--- config.mk ---
export PLATFORM = sky130hd
export DESIGN_NAME = fwd_scoreboard_flat
export DESIGN_NICKNAME = d
export VERILOG_FILES = /design/src/rtl/fwd_scoreboard_if.sv /design/src/rtl/fwd_scoreboard.sv /design/src/flat_wrapper.sv
export SDC_FILE = /design/constraint.sdc
export NUM_CORES = 1
export LEC_CHECK = 0
export ABC_CLOCK_PERIOD_IN_PS = 1790
export BUFFER_PORTS_ARGS = -buffer_cell sky130_fd_sc_hd__buf_4
export CAP_MARGIN = 10
export CELL_PAD_IN_SITES_DETAIL_PLACEMENT = 1
export CELL_PAD_IN_SITES_GLOBAL_PLACEMENT = 1
export CORE_MARGIN = 5
export CORE_UTILIZATION = 39
export DETAILED_ROUTE_END_ITERATION = 8
export PLACE_DENSITY = 0.9
export SLEW_MARGIN = 20
export SYNTH_ARGS = -nofsm -noshare
export SYNTH_HDL_FRONTEND = slang
export SYNTH_SLANG_ARGS = --single-unit
--- constraint.sdc ---
create_clock -name clk_i -period 1.79 [get_ports clk_i]
set_input_delay 0 -clock clk_i [delete_from_list [all_inputs] [get_ports clk_i]]
set_output_delay 0 -clock clk_i [all_outputs]
set_load 0.005 [all_outputs]
--- src/rtl/fwd_scoreboard_if.sv ---
`default_nettype none
// +----------------------------------------------------------------------------+
// | Module  : fwd_scoreboard_if                                                |
// | Brief   : Issue / source-operand / bypass-select bundle for fwd_scoreboard |
// | Revision: 1.0  initial release                                             |
// +----------------------------------------------------------------------------+
interface fwd_scoreboard_if #(
   parameter int NUM_SRC = 2,
   parameter int DEPTH   = 3,
   parameter int REG_AW  = 5,
   parameter int LAT_W   = 2
);
   localparam int SELW = $clog2(DEPTH + 1);

   logic                      issue_valid_i;
   logic [REG_AW-1:0]         issue_rd_i;
   logic [LAT_W-1:0]          issue_lat_i;
   logic [NUM_SRC-1:0]        src_valid_i;
   logic [NUM_SRC*REG_AW-1:0] src_addr_i;
   logic                      flush_i;
   logic [NUM_SRC*SELW-1:0]   fwd_sel_o;
   logic                      stall_o;

   modport master (
      output issue_valid_i, issue_rd_i, issue_lat_i, src_valid_i, src_addr_i, flush_i,
      input  fwd_sel_o, stall_o
   );

   modport slave (
      input  issue_valid_i, issue_rd_i, issue_lat_i, src_valid_i, src_addr_i, flush_i,
      output fwd_sel_o, stall_o
   );
endinterface
`default_nettype wire

--- src/rtl/fwd_scoreboard.sv ---
`default_nettype none
// +----------------------------------------------------------------------------+
// | Module  : fwd_scoreboard                                                   |
// | Brief   : Operand-forwarding select and hazard-stall unit with a DEPTH-slot|
// |           writer tracker behind EX. FWD_LAT_STALL_EN enables latency-aware |
// |           stalling; without it every producer forwards from slot 1.        |
// | Revision: 1.0  initial release                                             |
// +----------------------------------------------------------------------------+
module fwd_scoreboard #(
   parameter int NUM_SRC = 2,
   parameter int DEPTH   = 3,
   parameter int REG_AW  = 5,
   parameter int LAT_W   = 2
) (
   input  wire             clk_i,
   input  wire             rst_n_i,
   fwd_scoreboard_if.slave bus
);
   localparam int SELW = $clog2(DEPTH + 1);

   logic [DEPTH:1]          r_vld;
   logic [REG_AW-1:0]       r_rd [1:DEPTH];
   logic                    w_load;
   logic                    w_stall;
   logic [NUM_SRC-1:0]      w_found;
   logic [NUM_SRC-1:0]      w_pend;
   logic [NUM_SRC*SELW-1:0] w_sel;

   // Writes to x0 never enter the tracker, so x0 can never be forwarded.
   assign w_load = bus.issue_valid_i & ~w_stall & ~bus.flush_i & (bus.issue_rd_i != '0);

   always_ff @(posedge clk_i or negedge rst_n_i) begin
      if (!rst_n_i) begin
         r_vld <= '0;
      end else begin
         r_vld[1] <= w_load;
         for (int k = 2; k <= DEPTH; k++) r_vld[k] <= r_vld[k-1];
      end
   end

   always_ff @(posedge clk_i) begin
      r_rd[1] <= bus.issue_rd_i;
      for (int k = 2; k <= DEPTH; k++) r_rd[k] <= r_rd[k-1];
   end

`ifdef FWD_LAT_STALL_EN
   logic [LAT_W-1:0] r_lat [1:DEPTH];
   logic [LAT_W-1:0] w_issue_lat;

   always_comb begin
      w_issue_lat = bus.issue_lat_i;
      if (bus.issue_lat_i == '0)
         w_issue_lat = LAT_W'(1);
      else if (int'(bus.issue_lat_i) > DEPTH)
         w_issue_lat = LAT_W'(DEPTH);
   end

   always_ff @(posedge clk_i) begin
      r_lat[1] <= w_issue_lat;
      for (int k = 2; k <= DEPTH; k++) r_lat[k] <= r_lat[k-1];
   end
`else
   logic [LAT_W-1:0] w_unused_lat;
   assign w_unused_lat = bus.issue_lat_i;
`endif

   // Scan from slot 1 upward so the first hit is the youngest producer.
   always_comb begin
      w_found = '0;
      w_pend  = '0;
      w_sel   = '0;
      for (int n = 0; n < NUM_SRC; n++) begin
         for (int k = 1; k <= DEPTH; k++) begin
            if (!w_found[n] && bus.src_valid_i[n] && r_vld[k] &&
                (r_rd[k] == bus.src_addr_i[n*REG_AW +: REG_AW]) &&
                (bus.src_addr_i[n*REG_AW +: REG_AW] != '0)) begin
               w_found[n] = 1'b1;
`ifdef FWD_LAT_STALL_EN
               if (int'(r_lat[k]) > k)
                  w_pend[n] = 1'b1;
               else
                  w_sel[n*SELW +: SELW] = SELW'(k);
`else
               w_sel[n*SELW +: SELW] = SELW'(k);
`endif
            end
         end
      end
   end

`ifdef FWD_LAT_STALL_EN
   assign w_stall = |w_pend;
`else
   assign w_stall = 1'b0;
`endif

   assign bus.fwd_sel_o = w_sel;
   assign bus.stall_o   = w_stall;
endmodule
`default_nettype wire

--- src/flat_wrapper.sv ---
// flat-port wrapper written by rule: the top's interface ports become plain ports
module fwd_scoreboard_flat 
#(
   parameter int NUM_SRC = 2,
   parameter int DEPTH   = 3,
   parameter int REG_AW  = 5,
   parameter int LAT_W   = 2
)
  (clk_i, rst_n_i, bus_issue_valid_i, bus_issue_rd_i, bus_issue_lat_i, bus_src_valid_i, bus_src_addr_i, bus_flush_i, bus_fwd_sel_o, bus_stall_o);
  fwd_scoreboard_if #(.NUM_SRC(NUM_SRC), .DEPTH(DEPTH), .REG_AW(REG_AW), .LAT_W(LAT_W)) bus_i ();
  input  wire clk_i;
  input  wire rst_n_i;
  input wire logic [$bits(bus_i.issue_valid_i)-1:0] bus_issue_valid_i;
  input wire logic [$bits(bus_i.issue_rd_i)-1:0] bus_issue_rd_i;
  input wire logic [$bits(bus_i.issue_lat_i)-1:0] bus_issue_lat_i;
  input wire logic [$bits(bus_i.src_valid_i)-1:0] bus_src_valid_i;
  input wire logic [$bits(bus_i.src_addr_i)-1:0] bus_src_addr_i;
  input wire logic [$bits(bus_i.flush_i)-1:0] bus_flush_i;
  output wire logic [$bits(bus_i.fwd_sel_o)-1:0] bus_fwd_sel_o;
  output wire logic [$bits(bus_i.stall_o)-1:0] bus_stall_o;
  assign bus_i.issue_valid_i = bus_issue_valid_i;
  assign bus_i.issue_rd_i = bus_issue_rd_i;
  assign bus_i.issue_lat_i = bus_issue_lat_i;
  assign bus_i.src_valid_i = bus_src_valid_i;
  assign bus_i.src_addr_i = bus_src_addr_i;
  assign bus_i.flush_i = bus_flush_i;
  assign bus_fwd_sel_o = bus_i.fwd_sel_o;
  assign bus_stall_o = bus_i.stall_o;
  fwd_scoreboard #(.NUM_SRC(NUM_SRC), .DEPTH(DEPTH), .REG_AW(REG_AW), .LAT_W(LAT_W)) u_core (.clk_i(clk_i), .rst_n_i(rst_n_i), .bus(bus_i));
endmodule
==> impl_metrics.tcl <==
set metrics [dict create \
    drt_pass1_iterations 2 \
    floorplan.initialDensity_pct 39.7 \
    synth_cell_types 19 \
    r2r_slack_ns 1.25 \
    pin_count 28 \
    final.period_utilization_pct 96.9 \
    critPathMaxFanout 2 \
    cts-root-buf "clkbuf_4" \
    power_uw 834 \
    synth_warnings 0 \
    fin_skew_ns 0.00180 \
    syn_to_final_growth_pct 38.3 \
    ys_seq_elements 18 \
    grt_pass1_wl_mm 3.56 \
    critical_path.max_stage_delay_ns 0.55 \
    dr_total_vias 711 \
    antenna_found_initial 0 \
    finalCriticalPeriod_ns 1.73 \
    wl_mm 2.16 \
    drt_iter0_markers 5 \
    vias_per_cell 4.94 \
    rsz0062_at_grt "false" \
    drv_slew 0 \
    place_area_mm2 0.00106 \
    dp.final_hpwl_mm 1.83 \
    cp_common_cell "dlygate4sd3_1" \
    setup_violations 0 \
    cp_slowest_cell "dlygate4sd3_1" \
    leakage_nw 0.524 \
    instances_no_fill 144 \
    path_clk_slew_ns 0.10 \
    drive_gt1_share_pct 26.7 \
    gp_congestion 0.734 \
    cp.buffers_inverters 3 \
    cp-start-kind "input port" \
    final_core_utilization_pct 54.9 \
    synthCells 81 \
    die-area_mm2 0.00322 \
    max_freq_mhz 577 \
    dp.cells 132 \
    ys_seq_area_share_pct 44.1 \
    drtAntennaViolNets 0 \
    wl_per_cell_um 15.0 \
    grt_max_degree 11 \
    diodes 0 \
    final_nets 140 \
    fin_tns_setup_ns 0 \
    cts_buffers 3 \
    numPortBuffers 24 \
    avgSynthCellArea_um2 10.5 \
    cts_tree "built" \
    syn_nets 104 \
    first_global_vias 834 \
    layout_setup_ws_ns 0.0561 \
    num_rows 17 \
    p_per_area_mw_per_mm2 708 \
    critPathTopFamily "buffers and inverters" \
    insertion_delay_ns 0.29 \
    post_cts_buffers 0 \
    die_x_um 56.7 \
    worstSetupPathType "in2reg" \
    peakVddDrop_mv 0.627 \
    grt_overflow_total 0 \
    post-place-ws_ns 0.480 \
    core_mm2 0.00215 \
    finish.instance_area_mm2 0.00118 \
    cp_data_required_time_ns 1.97 \
    die_h_um 56.7 \
    hold_ws_ns 0.0170 \
    post-route-drc-count 0 \
    status "complete, no violations" \
    track_usage_pct 14.4 \
    crit_path_end_kind "flop" \
    clock_path_buffers 2 \
    path_cells "dlygate4sd3_1 -> buf_4 -> or4_1 -> nor2_2 -> nor3b_1 -> dlygate4sd3_1" \
    crit_arrival_ns 1.92 \
    hold_viol 0 \
    hold_path_class "in2async" \
    syn_area_um2 852 \
    clock_sinks 18 \
    htreeDepth 1 \
    max_cap_violations 0 \
]
==> Yosys cell counts <==
master	count	area (um^2)
and3_1	1	6.26
and4_1	4	35.0
buf_4	1	7.51
conb_1	1	3.75
dfrtp_1	3	75.1
dfxtp_1	15	300
nand2_1	5	18.8
nand3_1	3	15.0
nand4_1	1	6.26
nor2_1	3	11.3
nor3_1	2	10.0
nor3b_1	1	7.51
nor4_1	4	25.0
nor4_2	2	25.0
o211a_1	2	20.0
o31ai_1	2	15.0
or4_1	1	7.51
xnor2_1	7	61.3
xor2_1	23	201
==> placed cells by master (no fill, tap or decap), types with 3 or more instances in the layout <==
cell type	n
and4_1	4
buf_4	24
clkbuf_4	3
dfrtp_1	3
dfxtp_1	15
dlygate4sd3_1	8
nand2_1	5
nand3_1	3
nor4_1	4
xnor2_1	7
xor2_1	23
==> what timing repair did <==
item / CTS / global route
endpoints found under the setup margin: 0 / 1
hold endpoints to repair: 9 / 0
resized for setup: 0 / 1
hold buffers: 8 / 0
==> per-layer routing <==
layer | part of all wire (%) | track usage (%)
met1 | 38 | 14.5
met2 | 55 | 27.4
met3 | 5.0 | 3.91
met4 | 2.0 | 5.96
met5 | 0 | 0
==> worst paths after layout <==
path | from | endpoint | depth (start not counted)
max in group asynchronous | rst_n_i | u_core.r_vld[2] | 2
max reg2reg | u_core.r_vld[1] | u_core.r_vld[2] | 0
min in group clk_i | bus_src_valid_i[1] | bus_fwd_sel_o[3] | 3
min reg2reg | u_core.r_rd[0][14] | u_core.r_rd[0][19] | 0
min | rst_n_i | u_core.r_vld[1] | 2
max | bus_issue_rd_i[0] | u_core.r_vld[1] | 6
==> state kept, by name (all words and copies together) (netlist names) <==
name and count:
u_core.r_rd 15, u_core.r_vld 3
==> report_power, final <==
group / internal, mW / total, mW / leakage, nW / switching (mW)
Sequential: 0.423 / 0.447 / 0.165 / 0.0236
Combinational: 0.0801 / 0.140 / 0.337 / 0.0600
Clock: 0.124 / 0.247 / 0.0210 / 0.123
==> kinds of logic (layout without fill, tap and decap cells) <==
family                 after synthesis  after routing  share of synthesized area (%)
AO/OA/AOI/OAI                        4              4                           4.11
flip-flops                          18             18                           44.1
other                                1              1                          0.440
AND/OR/NAND/NOR                     27             27                           19.7
buffers and inverters                1             36                          0.881
XOR/XNOR                            30             30                           30.8
==> final cells by class <==
| type | count | area (um^2) |
|---|---|---|
| tap | 28 | 35.0 |
| multi-input combinational | 62 | 472 |
| clock buffer | 4 | 36.3 |
| timing repair buffer | 32 | 260 |
| fill | 252 | 970 |
| sequential | 18 | 375 |
(Power assumes the default switching activity.)
